<file path="src/rtl/shift_serializer.sv">
// MSB-first parallel-to-serial transmitter with valid/ready input and done pulse.
// Define SHIFT_SERIALIZER_CHECK_EN to add the receiver readback compare (chk_word/chk_err).
module shift_serializer #(
    parameter int   WIDTH      = 8,
    parameter logic IDLE_LEVEL = 1'b0
) (
    input  logic             clk,
    input  logic             reset,
    input  logic [WIDTH-1:0] din,
    input  logic             din_valid,
    output logic             din_ready,
    output logic             sout,
    output logic             sout_en,
    output logic             busy,
    output logic             done
`ifdef SHIFT_SERIALIZER_CHECK_EN
    ,
    input  logic [WIDTH-1:0] chk_word,
    output logic             chk_err
`endif
);

    localparam int CW = $clog2(WIDTH);
    localparam logic [CW-1:0] LAST = CW'(WIDTH - 1);

    typedef enum logic {
        IDLE,
        SHIFT
    } state_t;

    state_t           state_q, state_d;
    logic [CW-1:0]    count_q, count_d;
    logic [WIDTH-1:0] shreg_q, shreg_d;
    logic             sout_q, sout_d;
    logic             sout_en_q, sout_en_d;
    logic             busy_q, busy_d;
    logic             done_q, done_d;
    logic             last_bit;
    logic             take;

    assign last_bit  = (state_q == SHIFT) && (count_q == LAST);
    assign din_ready = (state_q == IDLE) || last_bit;
    assign take      = din_valid && din_ready;

    assign sout    = sout_q;
    assign sout_en = sout_en_q;
    assign busy    = busy_q;
    assign done    = done_q;

    always_comb begin
        state_d   = state_q;
        count_d   = count_q;
        shreg_d   = shreg_q;
        sout_d    = sout_q;
        sout_en_d = sout_en_q;
        busy_d    = busy_q;
        done_d    = 1'b0;
        unique case (state_q)
            IDLE: begin
                if (take) begin
                    state_d   = SHIFT;
                    shreg_d   = din;
                    sout_d    = din[WIDTH-1];
                    sout_en_d = 1'b1;
                    busy_d    = 1'b1;
                    count_d   = '0;
                end
            end
            SHIFT: begin
                if (count_q != LAST) begin
                    shreg_d = shreg_q << 1;
                    sout_d  = shreg_q[WIDTH-2];
                    count_d = count_q + 1'b1;
                end else begin
                    done_d = 1'b1;
                    // Reload on the last-bit edge keeps frames gapless
                    if (take) begin
                        shreg_d = din;
                        sout_d  = din[WIDTH-1];
                        count_d = '0;
                    end else begin
                        state_d   = IDLE;
                        sout_d    = IDLE_LEVEL;
                        sout_en_d = 1'b0;
                        busy_d    = 1'b0;
                        count_d   = '0;
                    end
                end
            end
            default: state_d = IDLE;
        endcase
    end

    always_ff @(posedge clk or posedge reset) begin
        if (reset) begin
            state_q   <= IDLE;
            count_q   <= '0;
            shreg_q   <= '0;
            sout_q    <= IDLE_LEVEL;
            sout_en_q <= 1'b0;
            busy_q    <= 1'b0;
            done_q    <= 1'b0;
        end else begin
            state_q   <= state_d;
            count_q   <= count_d;
            shreg_q   <= shreg_d;
            sout_q    <= sout_d;
            sout_en_q <= sout_en_d;
            busy_q    <= busy_d;
            done_q    <= done_d;
        end
    end

`ifdef SHIFT_SERIALIZER_CHECK_EN
    logic [WIDTH-1:0] shadow_q, shadow_d;
    logic             pend_q, pend_d;
    logic             chk_err_q, chk_err_d;

    assign chk_err = chk_err_q;

    // Shadow captures the word one edge after acceptance, from the still-unshifted shreg
    always_comb begin
        pend_d    = take;
        shadow_d  = pend_q ? shreg_q : shadow_q;
        chk_err_d = chk_err_q;
        if (done_q) begin
            chk_err_d = (chk_word != shadow_q);
        end else if (take) begin
            chk_err_d = 1'b0;
        end
    end

    always_ff @(posedge clk or posedge reset) begin
        if (reset) begin
            shadow_q  <= '0;
            pend_q    <= 1'b0;
            chk_err_q <= 1'b0;
        end else begin
            shadow_q  <= shadow_d;
            pend_q    <= pend_d;
            chk_err_q <= chk_err_d;
        end
    end
`endif

endmodule

</file>
<file path="config.mk">
export PLATFORM = sky130hd
export DESIGN_NAME = shift_serializer
export DESIGN_NICKNAME = d
export VERILOG_FILES = /design/src/rtl/shift_serializer.sv
export SDC_FILE = /design/constraint.sdc
export NUM_CORES = 1
export LEC_CHECK = 0
export ABC_CLOCK_PERIOD_IN_PS = 1700
export BUFFER_PORTS_ARGS = -buffer_cell sky130_fd_sc_hd__buf_4
export CAP_MARGIN = 10
export CORE_MARGIN = 2
export CORE_UTILIZATION = 49
export DETAILED_ROUTE_END_ITERATION = 10
export HOLD_SLACK_MARGIN = 0.08
export PLACE_DENSITY = 0.74
export SLEW_MARGIN = 20
export SYNTH_ARGS = -nofsm -noshare
export SYNTH_HDL_FRONTEND = slang
export SYNTH_SLANG_ARGS = --single-unit
</file>
<file path="constraint.sdc">
create_clock -name clk -period 1.7 [get_ports clk]
set_input_delay 0.51 -clock clk [delete_from_list [all_inputs] [get_ports clk]]
set_output_delay 0.51 -clock clk [all_outputs]
set_load 0.03 [all_outputs]
</file>
==> run summary, run 1 <==
GP Congestion = 0.771
Hold WC Path Type = in2async
Pwr dens = 1720 mW/mm^2
Final hold violation count = 0
CTS max path bufs = 2
Post-Synth XOR/XNOR Area = 0%
Avg Cell Area, Syn = 11.0 sq um
Global-route wire length before repair = 1840 um
Post-synthesis compound-gate area fraction = 11.2%
Synth area leaders = dfrtp_1 (54%), mux2i_1 (12%), o21ai_0 (7.0%), nand2_1 (4.6%), ha_1 (3.9%)
Share of the synthesized area in the top cell type = 54.2%
Leading area contributor after synthesis = dfrtp_1
R2R Path End = shreg_q[1]$_DFF_PP0_
Routed length per instance = 12.8 um
GRT Resource Usage Total = 18.1%
Pre-CTS WS = -34.2 ps
Vias/cell = 5.08
Crit path max fanout = 2
Commonest cells after routing, fill and taps aside = buf_4 (20), dfrtp_1 (14), o21ai_0 (9)
Yosys warning count = 0
Post-Synth Adder-Cell Area = 3.87%
Slew Limit Fails = 0
Post-Synth Simple-Gate Area = 10.8%
Clock skew = 4.23 ps
Vias in the first global route = 450
Largest family of logic cells by synthesized area = multiplexers
Io pins = 16
Slew HR = 65.9%
Die Height = 40.3 um
Status = finished, violations left
Failing checks = negative setup slack
Final net count = 94
VDD IR max = 0.000914 V
CP Capture Type = primary output
PortBufs = 15
Req. time, crit path = 1190 ps
# rows = 13
Clock sink total = 14
Post-Route Setup TNS = -258 ps
#FFs+latches synth = 14
Max cap viols = 0
Core Area = 0.00127 sq mm
R2r startpoint = count_q[1]$_DFFE_PP0P_
Via Count = 483
Crit path arrival time = 1450 ps
FF-to-FF path depth = 5
Pre-antenna DRT Iters = 3
Total Wirelength = 1210 um
Starting Density = 51.0%
Pwr Total = 1.45 mW
Fin crit period = 1960 ps
Flop2flop setup slack = 230 ps
Kind of start point of the critical path = flip-flop
Die W = 40.3 um
Root buf cell = clkbuf_4
Setup WS post-layout = -258 ps
Mux cell area share after synthesis = 12.4%
Initial DRC count = 5
Initial antenna violation count = 0
Syn Nets = 72
Setup violators final = 1
WS Path Type = reg2out
Seq/Total Area, Yosys = 54.2%
Mapped Cells = 59
Drc violations = 0
Routed Antenna Nets = 0
DP HPWL = 853 um
Die area = 0.00163 sq mm
Final worst-path cycle share = 115%
Worst slew pin tran = 510 ps
Htree depth = 1
Fmax = 511 MHz
Worst Setup SP = count_q[1]$_DFFE_PP0P_
Cts bufs inserted = 3
CP endpoint = din_ready
Global route overflow = 0
Clock-pin slew of the registers on the worst-case setup and hold paths = 80 ps
RSZ-0062 raised after global routing = true
Largest net degree at the start of global routing = 16
Worst skew pair latency = 280 ps
Layout cells sized above 1 = 37.5%
CTS tree = done
Layout area overhead = 30.0%
P_leak = 0.425 nW
Mapped Area = 647 sq um
Unique masters post-synth = 17
Antenna Diode Count = 0
Hold buffers post-CTS = 0
Commonest non-fill, non-tap cell in the layout = buf_4
## synthesized netlist by cell type
master,instances
o21ai_0,9
a22o_1,1
mux2i_1,8
o21ai_1,1
dfrtp_1,14
a32oi_1,1
and2_1,1
nor2_1,3
buf_6,2
or2_2,1
buf_4,2
inv_1,3
ha_1,2
a21oi_1,1
and2b_4,1
nand2_1,8
nand2b_1,1
## stage by stage
| step | utilization, % | cells | hold WS, ps | cell area (sq um) |
|---|---|---|---|---|
| final | 66.3 | 95 | 255 | 841 |
| after detailed placement | 60.7 | 89 | 483 | 771 |
| after global placement | 60.7 | 89 | 458 | 771 |
| after global routing | 66.3 | 95 | 299 | 841 |
| after CTS | 65.7 | 94 | 272 | 833 |
| after floorplan | - | 59 | 399 | 647 |
## registers in the layout (all words and copies together) (netlist names)
register  flops
shreg_q       7
count_q       3
busy          1
done          1
sout          1
state_q       1
## per-layer routing
layer / vias up / wire, um / track usage (%) / share of wire (%)
li1: 240 / - / - / -
met1: 226 / 518 / 19.9 / 43
met2: 13 / 604 / 31.0 / 50
met3: 4 / 66 / 5.00 / 5.4
met4: 0 / 24 / 10.0 / 2.0
met5: - / 0 / 0 / 0
## critical path, cell delays in order, from the launching register on
cell and delay (ps):
dfrtp_1 410, ha_2 200, ha_4 160, and2b_4 240
inv_2 40, buf_6 130
## worst min path at each step
| stage | from | endpoint | slack (ps) | depth (start not counted) |
|---|---|---|---|---|
| after floorplan | reset | busy$_DFFE_PP0P_ | 400 | 1 |
| after detailed placement | shreg_q[2]$_DFF_PP0_ | shreg_q[3]$_DFF_PP0_ | 480 | 2 |
| after global routing | reset | sout$_DFFE_PP0P_ | 300 | 2 |
| final | reset | sout$_DFFE_PP0P_ | 260 | 2 |
| after global placement | shreg_q[0]$_DFF_PP0_ | shreg_q[1]$_DFF_PP0_ | 460 | 2 |
| after CTS | reset | sout$_DFFE_PP0P_ | 270 | 2 |
## where the power goes
group	internal [mW]	switching (mW)	total [mW]
clock network	0.130	0.107	0.237
logic	0.323	0.327	0.651
registers	0.468	0.0913	0.559
total	0.922	0.525	1.45
## what timing repair did
action / CTS / global route
setup endpoints to repair: 1 / 1
buffers inserted: 1 / 1
pin swaps: 1 / 1
gates resized for setup: 5 / 0
## logic make-up after synthesis
kind of cell / count (synthesis)
AO/OA/AOI/OAI: 13
adder cells (fa/ha/maj): 2
buffers and inverters: 7
flip-flops: 14
multiplexers: 8
AND/OR/NAND/NOR: 15
## cell type report
cell class,instances,area (sq um)
Fill cell,111,428
Sequential cell,14,350
Multi-Input combinational cell,38,263
Timing Repair Buffer,21,161
Clock buffer,4,36.3
Tap cell,15,18.8
Inverter,3,11.3
No activity file was read; power rests on OpenSTA's default activity.
==> run 2: changes to the inputs <==
==> constraint.sdc (replaced) <==
create_clock -name clk -period 1.7 [get_ports clk]
set_input_delay 0.17 -clock clk [delete_from_list [all_inputs] [get_ports clk]]
set_output_delay 0.17 -clock clk [all_outputs]
set_load 0.03 [all_outputs]
==> run 2 against run 1 <==
  * The flow now finishes without violations
  * Core utilization fell by 3.3 points
  * Combinational power fell by 16%
  * Global-route usage fell by 2.0 points
  * Maximum frequency rose by 20%
  * Via count fell by 3.9%
  * Worst hold slack got worse by 100 ps
  * Sequential power barely moved
  * Clock skew fell by 1.5 ps
  * Sequential cell count did not move
  * Cell count fell by 5.3%
  * Critical path type unchanged
  * Critical path depth did not move
  * Count of clock-buffer cells in the layout fell by 1
==> run summary, run 2 (same netlist as run 1, synthesis figures left out) <==
Vias in the first global route = 384 (-15%)
Crit path max fanout = 4 (+2)
Fmax = 614 MHz (+20%)
Largest regs = shreg_q x7, count_q x3
Die Height = 40.3 um (unchanged)
Via Count = 464 (-3.9%)
Psw = 473 uW (-9.9%)
Commonest non-fill, non-tap cell in the layout = buf_4
Drc violations = 0 (unchanged)
Htree depth = 1 (unchanged)
Commonest cells after routing, fill and taps aside = buf_4 (15), dfrtp_1 (14), o21ai_0 (9)
Clock skew = 2.71 ps (-1.52 ps)
CP endpoint = din_ready
CTS max path bufs = 2 (unchanged)
Worst Setup SP = count_q[1]$_DFFE_PP0P_
CP Capture Type = primary output
Pre-CTS WS = 146 ps (+180 ps)
Crit path arrival time = 1460 ps (about the same)
Layout area overhead = 23.6%
Switching Share = 37.0% (+0.72 points)
Pre-antenna DRT Iters = 4 (+1)
Slew HR = 65.6% (-0.34 points)
CTS tree = done
Pwr dens = 1600 mW/mm^2 (-7.1%)
Max reg flops = 7 (unchanged)
Setup WS post-layout = 71.9 ps (+330 ps)
Die area = 0.00163 sq mm (unchanged)
Fin crit period = 1630 ps (-330 ps)
Global-route wire length before repair = 1610 um (-12%)
Io pins = 16 (unchanged)
DP HPWL = 714 um (-16%)
Worst slew pin tran = 516 ps (+5.13 ps)
Vias/cell = 5.16 (+1.4%)
Fillers = 115 (+3.6%)
Largest net degree at the start of global routing = 16 (unchanged)
Hold WC Path Type = in2reg
Core Area = 0.00127 sq mm (unchanged)
Final net count = 90 (-4.3%)
Cts bufs inserted = 3 (unchanged)
Logic pwr share = 42.5% (-2.5 points)
Hold WS = 151 ps (-104 ps)
Req. time, crit path = 1530 ps (+340 ps)
Layout cells sized above 1 = 30.7% (-6.8 points)
Root buf cell = clkbuf_4
GP Congestion = 0.768 (-0.40%)
Worst skew pair latency = 270 ps (about the same)
Status = complete, no violations
Int Pwr = 805 uW (-13%)
R2r startpoint = count_q[0]$_DFFE_PP0P_
Flop pwr share = 43.7% (+5.1 points)
Final worst-path cycle share = 95.8% (-19 points)
Final hold violation count = 0 (unchanged)
# rows = 13 (unchanged)
Register bank with the most flops = shreg_q
Clock-pin slew of the registers on the worst-case setup and hold paths = 70 ps (about the same)
P_leak = 0.399 nW (-6.1%)
Die W = 40.3 um (unchanged)
WS Path Type = reg2out
Total Wirelength = 1060 um (-13%)
Slew Limit Fails = 0 (unchanged)
Initial DRC count = 1 (-4)
Setup violators final = 0 (-1)
Global route overflow = 0 (unchanged)
Pwr Total = 1.28 mW (-12%)
PortBufs = 15 (unchanged)
Initial antenna violation count = 0 (unchanged)
Kind of start point of the critical path = flip-flop
Clock sink total = 14 (unchanged)
Routed Antenna Nets = 0 (unchanged)
Antenna Diode Count = 0 (unchanged)
VDD IR max = 0.00103 V (+13%)
Flop2flop setup slack = 260 ps (+30 ps)
Starting Density = 51.0% (unchanged)
GRT Resource Usage Total = 16.1% (-2.0 points)
Max cap viols = 0 (unchanged)
Clk pwr share = 13.8% (-2.6 points)
R2R Path End = state_q$_DFF_PP0_
FF-to-FF path depth = 5 (unchanged)
Routed length per instance = 11.7 um (-8.2%)
==> run 2: cell count changes in the layout (fill, tap and decap cells not counted) <==
cell,delta
buf_4,-5
clkbuf_8,-1
dlygate4sd3_1,+1
inv_1,+1
inv_2,-1
==> run 2: final cells by class <==
cell class                 instances  area, sq um  area share (%)
sequential                        14          350            43.8
inverter                           3         11.3            1.41
timing repair buffer              17          134            16.7
tap                               15         18.8            2.35
multi-input combinational         38          263            32.9
clock buffer                       3         22.5            2.82
==> run 2: per-stage QoR <==
stage	instance area [sq um]	util, %	TNS [ps]	cells
finish	800	63.0	0	90
global route	800	63.0	-0.0543	90
CTS	783	61.7	0	90
detailed placement	741	58.4	0	85
global placement	741	58.4	0	85
floorplan	647	-	0	59
==> run 2: timing repair <==
| item | in CTS | in global routing |
|---|---|---|
| hold buffers | 1 | 0 |
| endpoints found under the hold margin | 14 | 0 |
| gates resized for setup | 1 | 3 |
| setup endpoints to repair | 1 | 1 |
| setup buffers | 1 | 0 |
| pin swaps | 0 | 1 |
==> run 2: per-layer routing <==
metal,GRT usage [%],up-vias,wire length [um]
met4,5.00,0,12
li1,-,230,-
met1,18.9,217,489
met2,23.8,15,461
met3,10.6,2,93
met5,0,-,0
==> run 2: worst min path at each step <==
stage | from | endpoint | slack (ps) | depth (start not counted)
after floorplan | reset | busy$_DFFE_PP0P_ | 60 | 1
after global placement | reset | busy$_DFFE_PP0P_ | 240 | 2
after detailed placement | reset | sout$_DFFE_PP0P_ | 240 | 2
after CTS | din[0] | shreg_q[0]$_DFF_PP0_ | 150 | 3
after global routing | din[0] | shreg_q[0]$_DFF_PP0_ | 150 | 3
final | din[0] | shreg_q[0]$_DFF_PP0_ | 150 | 3
==> run 2: worst max-delay path, stage by stage, from the launching register on <==
cell	delay [ps]
dfrtp_1	400
ha_2	200
ha_4	160
and2b_4	240
inv_1	50
buf_6	130
==> run 2: power by group through the flow <==
stage          Clock, mW  Combinational [mW]  Sequential (mW)
2_1_floorplan          0               0.349            0.586
3_3_place_gp           0               0.483            0.551
3_5_place_dp           0               0.499            0.553
4_1_cts            0.182               0.520            0.550
5_1_grt            0.205               0.614            0.574
6_report           0.177               0.544            0.558
